[config.mk]
export PLATFORM = sky130hd
export DESIGN_NAME = pbl_access_ctrl
export DESIGN_NICKNAME = d
export VERILOG_FILES = /design/src/rtl/pbl_access_ctrl_pkg.sv /design/src/rtl/pbl_access_ctrl_debounce.sv /design/src/rtl/pbl_access_ctrl.sv
export SDC_FILE = /design/constraint.sdc
export NUM_CORES = 1
export LEC_CHECK = 0
export ABC_CLOCK_PERIOD_IN_PS = 5200
export CAP_MARGIN = 15
export CORE_MARGIN = 10
export CORE_UTILIZATION = 45
export CTS_CLUSTER_SIZE = 40
export DETAILED_ROUTE_END_ITERATION = 10
export PLACE_DENSITY = 0.7
export RECOVER_POWER = 25
export SKIP_LAST_GASP = 1
export SYNTH_ARGS = -nofsm -noshare
export SYNTH_HDL_FRONTEND = slang
export SYNTH_SLANG_ARGS = --single-unit
[constraint.sdc]
create_clock -name CLK -period 5.2 [get_ports CLK]
set_input_delay 1.04 -clock CLK [delete_from_list [all_inputs] [get_ports CLK]]
set_output_delay 1.04 -clock CLK [all_outputs]
set_load 0.005 [all_outputs]
[src/rtl/pbl_access_ctrl_pkg.sv]
// ---------------------------------------------------------------------------
// pbl_pkg
// Shared definitions for the PBL access-control panel: profile switch codes,
// controller state encoding, number of selectable functions and the
// profile-code to one-hot decoder used by the top level.
// ---------------------------------------------------------------------------
package pbl_pkg;

    localparam logic [2:0] PROF_ADM = 3'b101;
    localparam logic [2:0] PROF_TST = 3'b011;
    localparam logic [2:0] PROF_USR = 3'b001;
    localparam logic [2:0] PROF_GST = 3'b110;

    localparam int NUM_FUNCS = 7;

    typedef enum logic [2:0] {
        IDLE,
        SESSION,
        EXEC,
        DENY,
        LOCKED
    } state_t;

    // One-hot profile {GST,USR,TST,ADM}; all zero marks an invalid code.
    function automatic logic [3:0] prof_onehot(input logic [2:0] code);
        logic [3:0] oh;
        oh = 4'b0000;
        case (code)
            PROF_ADM: oh = 4'b0001;
            PROF_TST: oh = 4'b0010;
            PROF_USR: oh = 4'b0100;
            PROF_GST: oh = 4'b1000;
            default:  oh = 4'b0000;
        endcase
        return oh;
    endfunction

endpackage

[src/rtl/pbl_access_ctrl_debounce.sv]
// ---------------------------------------------------------------------------
// pbl_debounce
// Two-flop synchroniser followed by a stability counter. The debounced level
// follows the synchronised input only after DEB_CYC consecutive samples that
// differ from the current level; shorter glitches are discarded.
// Ports:
//   CLK   system clock
//   RST   asynchronous active-high reset
//   din   raw asynchronous input
//   level debounced level
//   rise  one-cycle pulse when level goes 0 -> 1
// ---------------------------------------------------------------------------
module pbl_debounce #(
    parameter int DEB_CYC = 500000
) (
    input  logic CLK,
    input  logic RST,
    input  logic din,
    output logic level,
    output logic rise
);

    localparam int CNT_W = $clog2(DEB_CYC + 1);

    logic             r_s1;
    logic             r_s2;
    logic             r_level;
    logic             r_rise;
    logic [CNT_W-1:0] r_cnt;

    always_ff @(posedge CLK or posedge RST) begin
        if (RST) begin
            r_s1    <= 1'b0;
            r_s2    <= 1'b0;
            r_level <= 1'b0;
            r_rise  <= 1'b0;
            r_cnt   <= '0;
        end else begin
            r_s1   <= din;
            r_s2   <= r_s1;
            r_rise <= 1'b0;
            if (r_s2 == r_level) begin
                // Any sample agreeing with the current level restarts the run.
                r_cnt <= '0;
            end else if (r_cnt >= CNT_W'(DEB_CYC - 1)) begin
                r_level <= r_s2;
                r_rise  <= r_s2;
                r_cnt   <= '0;
            end else begin
                r_cnt <= r_cnt + CNT_W'(1);
            end
        end
    end

    assign level = r_level;
    assign rise  = r_rise;

endmodule

[src/rtl/pbl_access_ctrl.sv]
// ---------------------------------------------------------------------------
// pbl_access_ctrl
// Access-control panel controller. A login latches the profile on CH[7:5];
// function requests f = {B3,B2,CH4} are checked against the profile's
// permission mask. Provides session timeout, deny indication and lockout
// after MAX_FAIL consecutive invalid logins.
// Ports:
//   CLK, RST          clock, asynchronous active-high reset
//   CH[7:0]           switches: [7:5] profile code, [4] function LSB
//   B0 / B1           confirm / logout buttons
//   B3, B2            function code bits [2:1]
//   LED_PROF[3:0]     latched profile one-hot {GST,USR,TST,ADM}
//   LED_SES           session active (SESSION or EXEC)
//   LED_DENY          DENY indication
//   LED_LOCK          LOCKED indication
//   M1_C0             matrix column enable (high in EXEC)
//   M1_L[6:0]         matrix rows, active-low, row f-1 lit in EXEC
// ---------------------------------------------------------------------------
module pbl_access_ctrl
    import pbl_pkg::*;
#(
    parameter int         DEB_CYC     = 500000,
    parameter int         HOLD_CYC    = 25000000,
    parameter int         TIMEOUT_CYC = 500000000,
    parameter int         LOCK_CYC    = 250000000,
    parameter int         MAX_FAIL    = 3,
    parameter logic [6:0] PERM_ADM    = 7'h7F,
    parameter logic [6:0] PERM_TST    = 7'h2F,
    parameter logic [6:0] PERM_USR    = 7'h07,
    parameter logic [6:0] PERM_GST    = 7'h01
) (
    input  logic       CLK,
    input  logic       RST,
    input  logic [7:0] CH,
    input  logic       B0,
    input  logic       B1,
    input  logic       B2,
    input  logic       B3,
    output logic [3:0] LED_PROF,
    output logic       LED_SES,
    output logic       LED_DENY,
    output logic       LED_LOCK,
    output logic       M1_C0,
    output logic [6:0] M1_L
);

    // One shared timer serves the hold, idle and lock intervals.
    localparam int TMR_MAX0 = (HOLD_CYC > TIMEOUT_CYC) ? HOLD_CYC : TIMEOUT_CYC;
    localparam int TMR_MAX  = (TMR_MAX0 > LOCK_CYC) ? TMR_MAX0 : LOCK_CYC;
    localparam int TMR_W    = $clog2(TMR_MAX + 1);
    localparam int FAIL_W   = $clog2(MAX_FAIL + 1);

    function automatic logic [NUM_FUNCS-1:0] perm_mask(input logic [3:0] oh);
        logic [NUM_FUNCS-1:0] m;
        m = '0;
        if (oh[0]) m = m | PERM_ADM;
        if (oh[1]) m = m | PERM_TST;
        if (oh[2]) m = m | PERM_USR;
        if (oh[3]) m = m | PERM_GST;
        return m;
    endfunction

    function automatic logic [TMR_W-1:0] tmr_inc(input logic [TMR_W-1:0] t);
        return (t == TMR_W'(TMR_MAX)) ? t : t + TMR_W'(1);
    endfunction

    logic [7:0]        r_ch_s1;
    logic [7:0]        r_ch_s2;
    logic              w_b0_lvl, w_b0_rise;
    logic              w_b1_lvl, w_b1_rise;
    logic              w_b2_lvl, w_b2_rise;
    logic              w_b3_lvl, w_b3_rise;
    logic              w_unused;

    logic [2:0]        w_code;
    logic [3:0]        w_oh;
    logic              w_valid;
    logic [2:0]        w_f;
    logic [NUM_FUNCS:0] w_perm_ext;
    logic              w_perm;
    logic [FAIL_W-1:0] w_fail_nxt;

    state_t            r_state;
    logic [3:0]        r_prof;
    logic [2:0]        r_code;
    logic [2:0]        r_f;
    logic              r_ret;
    logic [FAIL_W-1:0] r_fail;
    logic [TMR_W-1:0]  r_tmr;

    always_ff @(posedge CLK or posedge RST) begin
        if (RST) begin
            r_ch_s1 <= '0;
            r_ch_s2 <= '0;
        end else begin
            r_ch_s1 <= CH;
            r_ch_s2 <= r_ch_s1;
        end
    end

    pbl_debounce #(.DEB_CYC(DEB_CYC)) u_deb_b0 (
        .CLK(CLK), .RST(RST), .din(B0), .level(w_b0_lvl), .rise(w_b0_rise));
    pbl_debounce #(.DEB_CYC(DEB_CYC)) u_deb_b1 (
        .CLK(CLK), .RST(RST), .din(B1), .level(w_b1_lvl), .rise(w_b1_rise));
    pbl_debounce #(.DEB_CYC(DEB_CYC)) u_deb_b2 (
        .CLK(CLK), .RST(RST), .din(B2), .level(w_b2_lvl), .rise(w_b2_rise));
    pbl_debounce #(.DEB_CYC(DEB_CYC)) u_deb_b3 (
        .CLK(CLK), .RST(RST), .din(B3), .level(w_b3_lvl), .rise(w_b3_rise));

    assign w_unused = ^{w_b0_lvl, w_b1_lvl, w_b2_rise, w_b3_rise, r_ch_s2[3:0]};

    assign w_code  = r_ch_s2[7:5];
    assign w_oh    = prof_onehot(w_code);
    assign w_valid = |w_oh;
    assign w_f     = {w_b3_lvl, w_b2_lvl, r_ch_s2[4]};

    // Extra zero bit keeps the f-1 index in range when f = 0.
    assign w_perm_ext = {1'b0, perm_mask(r_prof)};
    assign w_perm     = (w_f != 3'd0) && w_perm_ext[w_f - 3'd1];

    assign w_fail_nxt = (r_fail == FAIL_W'(MAX_FAIL)) ? r_fail : r_fail + FAIL_W'(1);

    always_ff @(posedge CLK or posedge RST) begin
        if (RST) begin
            r_state <= IDLE;
            r_prof  <= '0;
            r_code  <= '0;
            r_f     <= '0;
            r_ret   <= 1'b0;
            r_fail  <= '0;
            r_tmr   <= '0;
        end else begin
            case (r_state)
                IDLE: begin
                    if (w_b0_rise) begin
                        r_tmr <= '0;
                        if (w_valid) begin
                            r_prof  <= w_oh;
                            r_code  <= w_code;
                            r_fail  <= '0;
                            r_state <= SESSION;
                        end else begin
                            r_fail <= w_fail_nxt;
                            if (w_fail_nxt == FAIL_W'(MAX_FAIL)) begin
                                r_state <= LOCKED;
                            end else begin
                                r_ret   <= 1'b0;
                                r_state <= DENY;
                            end
                        end
                    end
                end
                SESSION: begin
                    if (w_b1_rise) begin
                        r_state <= IDLE;
                        r_prof  <= '0;
                        r_code  <= '0;
                        r_f     <= '0;
                        r_tmr   <= '0;
                    end else if (w_b0_rise) begin
                        r_tmr <= '0;
                        if (w_f == 3'd0) begin
                            r_state <= SESSION;
                        end else if (w_perm) begin
                            r_f     <= w_f;
                            r_state <= EXEC;
                        end else begin
                            r_ret   <= 1'b1;
                            r_state <= DENY;
                        end
                    end else if ((r_tmr >= TMR_W'(TIMEOUT_CYC - 1)) || (w_code != r_code)) begin
                        r_state <= IDLE;
                        r_prof  <= '0;
                        r_code  <= '0;
                        r_f     <= '0;
                        r_tmr   <= '0;
                    end else begin
                        r_tmr <= tmr_inc(r_tmr);
                    end
                end
                EXEC: begin
                    if (w_b1_rise) begin
                        r_state <= IDLE;
                        r_prof  <= '0;
                        r_code  <= '0;
                        r_f     <= '0;
                        r_tmr   <= '0;
                    end else if (r_tmr >= TMR_W'(HOLD_CYC - 1)) begin
                        r_state <= SESSION;
                        r_tmr   <= '0;
                    end else begin
                        r_tmr <= tmr_inc(r_tmr);
                    end
                end
                DENY: begin
                    if (r_ret && w_b1_rise) begin
                        r_state <= IDLE;
                        r_prof  <= '0;
                        r_code  <= '0;
                        r_f     <= '0;
                        r_ret   <= 1'b0;
                        r_tmr   <= '0;
                    end else if (r_tmr >= TMR_W'(HOLD_CYC - 1)) begin
                        r_state <= r_ret ? SESSION : IDLE;
                        r_ret   <= 1'b0;
                        r_tmr   <= '0;
                    end else begin
                        r_tmr <= tmr_inc(r_tmr);
                    end
                end
                LOCKED: begin
                    if (r_tmr >= TMR_W'(LOCK_CYC - 1)) begin
                        r_state <= IDLE;
                        r_fail  <= '0;
                        r_tmr   <= '0;
                    end else begin
                        r_tmr <= tmr_inc(r_tmr);
                    end
                end
                default: begin
                    r_state <= IDLE;
                    r_prof  <= '0;
                    r_code  <= '0;
                    r_f     <= '0;
                    r_ret   <= 1'b0;
                    r_tmr   <= '0;
                end
            endcase
        end
    end

    // Outputs are decoded from the registered state, one cycle behind it.
    always_ff @(posedge CLK or posedge RST) begin
        if (RST) begin
            LED_PROF <= '0;
            LED_SES  <= 1'b0;
            LED_DENY <= 1'b0;
            LED_LOCK <= 1'b0;
            M1_C0    <= 1'b0;
            M1_L     <= 7'h7F;
        end else begin
            LED_PROF <= r_prof;
            LED_SES  <= (r_state == SESSION) || (r_state == EXEC);
            LED_DENY <= (r_state == DENY);
            LED_LOCK <= (r_state == LOCKED);
            M1_C0    <= (r_state == EXEC);
            M1_L     <= (r_state == EXEC) ? ~(7'd1 << (r_f - 3'd1)) : 7'h7F;
        end
    end

endmodule

==> flow_summary.json, run 1 <==
{
  "firstDrtPassIters": 5,
  "cell_internal_pwr_mw": 1.98,
  "fmax_ghz": 0.329,
  "yosysSeqAreaShare": 0.519,
  "antenna_cells": 0,
  "synth_warnings": 0,
  "final_antenna_net_count": 0,
  "grt_pass1_vias": 5236,
  "clock-skew-final_ns": 0.00816,
  "numCtsBuffers": 17,
  "cts.sinks": 158,
  "yosysMostFrequentCell": "dfrtp_1",
  "p_comb_frac": 0.025,
  "clkPwrFrac": 0.475,
  "synth.top_cells.by_area": "dfrtp_1 49%, nor2_1 5.3%, xor2_1 4.7%",
  "drc": 0,
  "place.port_buffers": 24,
  "gp_congestion": 0.844,
  "die_h_um": 150,
  "cp_max_fo": 21,
  "grt_usage": 0.130,
  "finalSetupTns_ns": 0,
  "die_w_um": 150,
  "synth_top_area_cell": "dfrtp_1",
  "antenna_found_initial": 0,
  "worstPathRequired_ns": 5.51,
  "drt-wirelength-per-cell_um": 13.7,
  "vdd_drop_max_v": 0.000269,
  "fp.coreArea_sq_mm": 0.0166,
  "synth_edf_count": 0,
  "power-per-cell-area_mw_per_mm2": 291,
  "area_delta_synth_final_pct": 12.9,
  "n_fill_cell": 1467,
  "layout-drive-gt1-share": 0.0684,
  "place_hpwl_um": 9200,
  "drt-total-wl_um": 14000,
  "netlist_top_cells_count": "151 x dfrtp_1, 108 x nor2_1, 70 x nand2_1",
  "end_kind": "flip-flop",
  "grt.busiest_layer": "met2",
  "ctsHoldBuffers": 0,
  "pin_count": 29,
  "rows": 47,
  "drtIter0Drc": 342,
  "num_vias": 5508,
  "switching_share": 0.214,
  "post-route-util": 0.518,
  "tightest_slew_ns": 0.939,
  "critPathLaunchType": "flip-flop",
  "finalSetupViolCount": 0,
  "cts_resized": 0,
  "outcome": "completed",
  "hp-class": "reg -> reg",
  "clock_latency_ns": 0.42,
  "clock_path_buffers": 2,
  "netlist_area_sq_mm": 0.00764,
  "avgSynthCellArea_sq_um": 9.87,
  "maxSlewViolCount": 0,
  "leakage_nw": 3.66,
  "drt-vias-per-instance": 5.38,
  "cts_tree": "done",
  "grt_setup_unrepaired": "no",
  "synth_seq_cells": 158,
  "fin_cells": 1024,
  "drv_cap": 0,
  "grt_overflow": 0,
  "fin_area_sq_mm": 0.00863,
  "ys_async_sr_fraction": 1.00,
  "finalHoldViolCount": 0,
  "initial_core_util": 0.459,
  "die-area_sq_mm": 0.0226,
  "placed_area_sq_mm": 0.00806,
  "syn_nets": 797,
  "worstSetupPathType": "reg -> reg",
  "use_met3": 0.0348,
  "syn_inst": 774,
  "grt_pass1_wl_um": 24400,
  "use_met1": 0.179,
  "htreeDepth": 4,
  "ys_types": 62,
  "grt_max_degree": 159,
  "place_inst": 993,
  "worstPathArrival_ns": 3.35,
  "relSlewSlack": 0.368,
  "synth_top_area_frac": 0.495,
  "gr-usage-met2": 0.193,
  "timing.final.crit_share": 0.584,
  "final_net_count": 815,
  "post_cts_buffers": 0,
  "timing.final.crit_period_ns": 3.04,
  "seqPwrFrac": 0.500,
  "cts_root_buffer": "clkbuf_16",
  "power.net_switching_mw": 0.537,
  "yosys_most_used_dff": "dfrtp_1",
  "clk_pin_slew_ns": 0.06,
  "totalPowerFinal_mw": 2.51
}
==> power by group through the flow <==
stage          Sequential (mW)  Clock [mW]  Combinational, mW
6_report                  1.26        1.19             0.0623
2_1_floorplan             1.27           0             0.0455
3_3_place_gp              1.28           0             0.0662
3_5_place_dp              1.28           0             0.0666
5_1_grt                   1.26        1.28             0.0746
4_1_cts                   1.26        1.23             0.0671
==> worst paths after layout <==
check	start	endpoint	cells after the start	slack, ns
hold reg to reg	r_ch_s1[4]$_DFF_PP0_	r_ch_s2[4]$_DFF_PP0_	0	0.35
setup / recovery	r_tmr[20]$_DFFE_PP0N_	r_tmr[18]$_DFFE_PP0N_	8	2.16
setup reg to reg	r_tmr[20]$_DFFE_PP0N_	r_tmr[18]$_DFFE_PP0N_	8	2.16
min in group asynchronous	RST	u_deb_b0.r_cnt[0]$_DFF_PP0_	3	1.28
hold / removal	r_ch_s1[4]$_DFF_PP0_	r_ch_s2[4]$_DFF_PP0_	0	0.35
max in group asynchronous	RST	u_deb_b3.r_cnt[5]$_DFF_PP0_	3	3.27
==> logic make-up (layout without fill, tap and decap cells) <==
family / Yosys count / count (layout) / synth area share
simple gates: 348 / 348 / 0.225
compound gates: 118 / 118 / 0.108
flops: 158 / 158 / 0.519
xor+xnor: 75 / 75 / 0.0860
mux: 11 / 11 / 0.0160
buf+inv: 55 / 85 / 0.0318
fa+ha+maj: 9 / 9 / 0.0147
==> metal layers <==
layer,wire length (um),part of all wire
met5,0,0
met2,6150,0.44
met4,110,0.0079
met1,7220,0.52
met3,509,0.036
==> area by class of cell <==
cell class	instances	area (sq um)	area share
inverter	26	98.8	0.0115
sequential	158	3960	0.459
multi-input combinational	561	3440	0.399
tap	220	275	0.0319
timing repair buffer	28	283	0.0328
clock buffer	20	447	0.0518
clock inverter	11	118	0.0136
==> critical path, stage by stage (launching register included) <==
cell and delay [ns]:
dfrtp_1 0.54, inv_1 0.10, or4_1 0.54, a2111o_1 0.40
nand3_1 0.15, and3_1 0.50, buf_4 0.35, nor3_1 0.08
a211o_1 0.26
==> registers in the layout (all words and copies together) (netlist names), 4 cells and up <==
| name | flops |
|---|---|
| LED_PROF | 4 |
| u_deb_b3.r_cnt | 19 |
| r_ch_s1 | 4 |
| u_deb_b1.r_cnt | 19 |
| u_deb_b0.r_cnt | 19 |
| M1_L | 7 |
| r_tmr | 29 |
| r_ch_s2 | 4 |
| r_prof | 4 |
| u_deb_b2.r_cnt | 19 |
==> cell usage in the layout (no fill, tap or decap), types with 5 or more instances in the layout <==
cell type and count:
clkinv_2 5, clkbuf_16 17, and3_1 29, nand4_1 23, ha_1 9, or4_1 9, or3_1 8, inv_1 25
a211oi_1 5, dlygate4sd3_1 9, nand2b_1 7, dfrtp_1 151, a31oi_1 6, xnor2_1 34, o31ai_1 14, nand3_1 44
a21oi_1 13, o21ai_0 24, nor2b_1 5, xor2_1 41, o211ai_1 20, nand2_1 70, dfstp_2 7, nor3_1 11
nor4_1 12, o21a_1 5, clkdlybuf4s50_1 15, nor2_1 108, mux2_2 6
==> through the flow <==
| stage | setup slack [ns] | hold WS, ns |
|---|---|---|
| global route | 1.95 | 0.350 |
| detailed placement | 2.17 | 0.335 |
| global placement | 2.18 | 0.333 |
| floorplan | 2.16 | 0.331 |
| CTS | 2.17 | 0.349 |
| finish | 2.16 | 0.349 |
No activity file was read; power rests on OpenSTA's default activity.
==> inputs of run 2 (changes only) <==
- ABC_CLOCK_PERIOD_IN_PS: 5200 -> 2920
- PLACE_DENSITY: 0.7 -> 0.68
- clock period: 5.2 -> 2.92 ns (I/O delays scaled with it)
==> run 2 against run 1 <==
Compared with the run above: setup slack worse by 1.9 ns; die area unchanged; flip-flop and latch count stayed put; power is 80% higher; clock power is 83% higher; critical path depth did not move; routed wire length up 5.1%; cell count rose by 1.1%; combinational power is 83% higher; sequential power is 78% higher; via count up 2.5%; critical endpoint is now r_tmr[23]$_DFFE_PP0N_; largest cell class unchanged.
==> flow_summary.json, run 2 (same netlist as run 1, synthesis figures left out) <==
{
  "cp-startpoint": "r_tmr[25]$_DFFE_PP0N_",
  "final_antenna_net_count": 0,
  "crit_chain": "nand2b_1 > or4_1 > a2111o_1 > nand3_1 > and3_1 > buf_4 > o21ai_0 > a21o_1",
  "cp_num_buf_inv": 1,
  "antenna_cells": 0,
  "grt_max_degree": 63,
  "post_cts_buffers": 0,
  "fin_cells": 1035,
  "drt-vias-per-instance": 5.46,
  "firstDrtPassIters": 5,
  "dp_slack_ns": 0.302,
  "ctsHoldBuffers": 0,
  "grt_setup_unrepaired": "no",
  "cp_max_fo": 12,
  "fin_area_sq_mm": 0.00873,
  "worst-path-stages": 8,
  "largest_reg_flops": 29,
  "die_w_um": 150,
  "leakage_nw": 3.72,
  "r2r_slack_ns": 0.29,
  "fp.coreArea_sq_mm": 0.0166,
  "placed_area_sq_mm": 0.00816,
  "totalPowerFinal_mw": 4.53,
  "cts_resized": 0,
  "power-per-cell-area_mw_per_mm2": 519,
  "grt_pass1_wl_um": 25200,
  "num_vias": 5648,
  "place_inst": 1003,
  "grt_usage": 0.135,
  "numCtsBuffers": 17,
  "crit_slowest_cell": "or4_1",
  "reg2regPathDepth": 8,
  "vdd_drop_max_v": 0.000509,
  "timing.final.crit_period_ns": 2.63,
  "cts_root_buffer": "clkbuf_16",
  "drc": 0,
  "worstSetupPathType": "reg -> reg",
  "max_stage_delay_ns": 0.51,
  "outcome": "completed",
  "antenna_found_initial": 0,
  "cts.sinks": 158,
  "tightest_slew_ns": 1.12,
  "drv_cap": 0,
  "cp-endpoint": "r_tmr[23]$_DFFE_PP0N_",
  "maxSlewViolCount": 0,
  "initial_core_util": 0.459,
  "crit_family": "simple AND/OR/NAND/NOR gates",
  "rows": 47,
  "finalSetupViolCount": 0,
  "hold_slack_ns": 0.347,
  "gp_congestion": 0.854,
  "setup_ws_ns": 0.289,
  "post-route-util": 0.525,
  "area_delta_synth_final_pct": 14.3,
  "finalHoldViolCount": 0,
  "final_cell_mix": "151 x dfrtp_1, 108 x nor2_1, 70 x nand2_1, 44 x nand3_1, 41 x xor2_1",
  "place.port_buffers": 24,
  "relSlewSlack": 0.253,
  "clock_path_buffers": 2,
  "drt-total-wl_um": 14700,
  "finalSetupTns_ns": 0,
  "hp-class": "reg -> reg",
  "die_h_um": 150,
  "critPathLaunchType": "flip-flop",
  "drt-wirelength-per-cell_um": 14.2,
  "cts_tree": "done",
  "clk_pin_slew_ns": 0.06,
  "worstPathArrival_ns": 2.95,
  "clock_latency_ns": 0.43,
  "pin_count": 29,
  "final_common_cell": "dfrtp_1",
  "grt_overflow": 0,
  "r2r_end": "r_tmr[23]$_DFFE_PP0N_",
  "clock-skew-final_ns": 0.00947,
  "layout-drive-gt1-share": 0.0822,
  "worstPathRequired_ns": 3.24,
  "largest_register": "r_tmr",
  "grt_pass1_vias": 5333,
  "rr_startpoint": "r_tmr[25]$_DFFE_PP0N_",
  "end_kind": "flip-flop",
  "n_fill_cell": 1463,
  "die-area_sq_mm": 0.0226,
  "fmax_ghz": 0.380,
  "final_net_count": 825,
  "place_hpwl_um": 10000,
  "htreeDepth": 4,
  "timing.final.crit_share": 0.901,
  "drtIter0Drc": 450
}
[run 2: worst min-delay path by stage]
stage	from	endpoint	slack, ns	cells after the start
2_1_floorplan	r_ch_s1[4]$_DFF_PP0_	r_ch_s2[4]$_DFF_PP0_	0.33	0
3_3_place_gp	u_deb_b1.r_s1$_DFF_PP0_	u_deb_b1.r_s2$_DFF_PP0_	0.33	0
3_5_place_dp	u_deb_b1.r_s1$_DFF_PP0_	u_deb_b1.r_s2$_DFF_PP0_	0.33	0
4_1_cts	u_deb_b1.r_s1$_DFF_PP0_	u_deb_b1.r_s2$_DFF_PP0_	0.35	0
5_1_grt	r_ch_s1[4]$_DFF_PP0_	r_ch_s2[4]$_DFF_PP0_	0.36	0
6_report	u_deb_b1.r_s1$_DFF_PP0_	u_deb_b1.r_s2$_DFF_PP0_	0.35	0
[run 2: per-layer routing]
| layer | vias to the layer above | global-route usage | routed length (um) |
|---|---|---|---|
| li1 | 2793 | - | - |
| met1 | 2765 | 0.179 | 7240 |
| met2 | 79 | 0.210 | 6760 |
| met3 | 11 | 0.0342 | 557 |
| met4 | 0 | 0.0466 | 143 |
| met5 | - | 0 | 0 |
[run 2: cell type report]
class / instances / area, sq um / share of cell area
Sequential cell: 158 / 3960 / 0.454
Multi-Input combinational cell: 561 / 3440 / 0.394
Clock buffer: 19 / 443 / 0.0507
Timing Repair Buffer: 38 / 368 / 0.0421
Tap cell: 220 / 275 / 0.0315
Clock inverter: 13 / 141 / 0.0162
Inverter: 26 / 98.8 / 0.0113
[run 2: report_power, final]
group	total, mW	internal [mW]	switching [mW]
sequential	2.24	2.21	0.0231
combinational	0.114	0.0354	0.0790
clock	2.18	1.28	0.895
==> inputs of run 3 (changes only) <==
- CELL_PAD_IN_SITES_DETAIL_PLACEMENT: unset -> 1
- CELL_PAD_IN_SITES_GLOBAL_PLACEMENT: unset -> 2
- CORE_UTILIZATION: 45 -> 40
- PLACE_DENSITY: 0.68 -> 0.86
==> run 3 against run 2 <==
Compared with the run above: cell count rose by 1.3%; register-to-register slack got worse by 0.05 ns; largest power group is now the clock network; via count rose by 4.1%; first-iteration DRC count fell by 46%; sequential share of layout area fell by 0.28 points; die area rose by 11%; sequential power barely moved; critical path depth did not move; utilization fell by 5.7 points; the flow now finishes with violations (max-capacitance violations, max-slew violations); clock power rose by 9.6%; final area rose by 0.62%.
==> flow_summary.json, run 3 (same netlist as run 1, synthesis figures left out) <==
{
  "post_cts_buffers": 0,
  "crit_chain": "nor4_1 > o21ai_1 > a311o_1 > a2111o_1 > and3_1 > buf_4 > nor4_1 > a21o_1",
  "switching_share": 0.213,
  "clkPwrFrac": 0.504,
  "end_kind": "flip-flop",
  "grt_pass1_wl_um": 31700,
  "seqPwrFrac": 0.471,
  "hp-class": "reg -> reg",
  "relSlewSlack": -0.102,
  "fp.coreArea_sq_mm": 0.0188,
  "finalSetupViolCount": 0,
  "drc": 0,
  "drt-total-wl_um": 18300,
  "firstDrtPassIters": 4,
  "tightest_slew_ns": 1.65,
  "grt_pass1_vias": 6408,
  "place_hpwl_um": 12700,
  "dp_slack_ns": 0.308,
  "area_delta_synth_final_pct": 15.0,
  "drt-vias-per-instance": 5.61,
  "critPathLaunchType": "flip-flop",
  "clock-skew-final_ns": 0.00989,
  "clock_path_buffers": 2,
  "fin_area_sq_mm": 0.00878,
  "worstSetupPathType": "reg -> reg",
  "drv_cap": 1,
  "ctsHoldBuffers": 0,
  "timing.final.crit_share": 0.918,
  "grt_usage": 0.155,
  "max_stage_delay_ns": 0.50,
  "clock_latency_ns": 0.42,
  "crit_slowest_cell": "a2111o_1",
  "cts.sinks": 158,
  "layout-drive-gt1-share": 0.0799,
  "place.port_buffers": 24,
  "cts_tree": "done",
  "maxSlewViolCount": 68,
  "violations": "max-capacitance violations, max-slew violations",
  "power.net_switching_mw": 1.01,
  "finalHoldViolCount": 0,
  "numCtsBuffers": 17,
  "cts_resized": 0,
  "drtIter0Drc": 241,
  "power-per-cell-area_mw_per_mm2": 541,
  "cell_internal_pwr_mw": 3.74,
  "num_vias": 5880,
  "grt_setup_unrepaired": "no",
  "setup_ws_ns": 0.241,
  "fmax_ghz": 0.373,
  "cts_root_buffer": "clkbuf_16",
  "leakage_nw": 3.74,
  "antenna_found_initial": 0,
  "p_comb_frac": 0.025,
  "htreeDepth": 4,
  "cp_common_cell": "nor4_1",
  "die_w_um": 158,
  "largest_register": "r_tmr",
  "vdd_drop_max_v": 0.000394,
  "initial_core_util": 0.407,
  "rows": 50,
  "final_net_count": 824,
  "final_antenna_net_count": 0,
  "final_common_cell": "dfrtp_1",
  "pin_count": 29,
  "drt-wirelength-per-cell_um": 17.5,
  "placed_area_sq_mm": 0.00815,
  "die-area_sq_mm": 0.0250,
  "grt_max_degree": 92,
  "worstPathArrival_ns": 3.04,
  "timing.final.crit_period_ns": 2.68,
  "largest_reg_flops": 29,
  "antenna_cells": 0,
  "outcome": "finished, violations left",
  "grt_overflow": 0,
  "final_cell_mix": "151 x dfrtp_1, 108 x nor2_1, 70 x nand2_1, 44 x nand3_1, 41 x xor2_1",
  "clk_pin_slew_ns": 0.07,
  "cp_max_fo": 17,
  "die_h_um": 158,
  "worstPathRequired_ns": 3.29,
  "gp_congestion": 0.780,
  "finalSetupTns_ns": 0
}
## run 3: cell types whose count changed in the layout (fill, tap and decap cells not counted), sizes merged
cell / change
bufinv: +2
buf: -1
clkinv: -5
clkinvlp: -2
inv: +3
clkbuf: +2
## run 3: layer usage
| metal | share of wire | routed length, um | global-route usage | up-vias |
|---|---|---|---|---|
| met4 | 0.0076 | 140 | 0.0423 | 0 |
| met5 | 0 | 0 | 0 | - |
| met2 | 0.52 | 9600 | 0.271 | 56 |
| met1 | 0.44 | 8090 | 0.189 | 3025 |
| met3 | 0.027 | 495 | 0.0345 | 11 |
| li1 | - | - | - | 2788 |
## run 3: stage by stage
step	util	power, mW	std cells	hold slack (ns)
2_1_floorplan	-	2.35	774	0.331
3_3_place_gp	0.434	2.39	1015	0.333
3_5_place_dp	0.434	2.40	1015	0.336
4_1_cts	0.468	4.82	1047	0.348
5_1_grt	0.468	4.95	1048	0.349
6_report	0.468	4.75	1048	0.348
## run 3: cell type report
| cell class | count | area (sq um) |
|---|---|---|
| timing repair buffer | 37 | 352 |
| clock inverter | 11 | 176 |
| fill | 2091 | 9980 |
| sequential | 158 | 3960 |
| inverter | 26 | 98.8 |
| tap | 234 | 293 |
| clock buffer | 21 | 460 |
| multi-input combinational | 561 | 3440 |
## run 3: power by group through the flow
| stage | Combinational, mW | Clock, mW | Sequential (mW) |
|---|---|---|---|
| 6_report | 0.119 | 2.39 | 2.24 |
| 5_1_grt | 0.139 | 2.57 | 2.24 |
| 4_1_cts | 0.129 | 2.45 | 2.24 |
| 3_5_place_dp | 0.127 | 0 | 2.28 |
| 3_3_place_gp | 0.119 | 0 | 2.27 |
| 2_1_floorplan | 0.0809 | 0 | 2.27 |
## run 3: path summary, 6_finish.rpt
kind	to	from	slack [ns]	cells after the start
worst max-delay path	r_tmr[23]$_DFFE_PP0N_	r_tmr[8]$_DFFE_PP0N_	0.24	8
min in group asynchronous	u_deb_b2.r_cnt[11]$_DFF_PP0_	RST	0.78	3
worst min-delay path	u_deb_b2.r_s2$_DFF_PP0_	u_deb_b2.r_s1$_DFF_PP0_	0.35	0
worst min register to register	u_deb_b2.r_s2$_DFF_PP0_	u_deb_b2.r_s1$_DFF_PP0_	0.35	0
max in group asynchronous	r_tmr[12]$_DFFE_PP0N_	RST	0.63	3
worst max register to register	r_tmr[23]$_DFFE_PP0N_	r_tmr[8]$_DFFE_PP0N_	0.24	8
## run 3: worst max-delay path: cells and delay by family (launching register included)
| family | cells | cell delay [ns] |
|---|---|---|
| AO/OA/AOI/OAI | 4 | 1.05 |
| AND/OR/NAND/NOR | 3 | 0.86 |
| flip-flops | 1 | 0.48 |
| buffers and inverters | 1 | 0.21 |
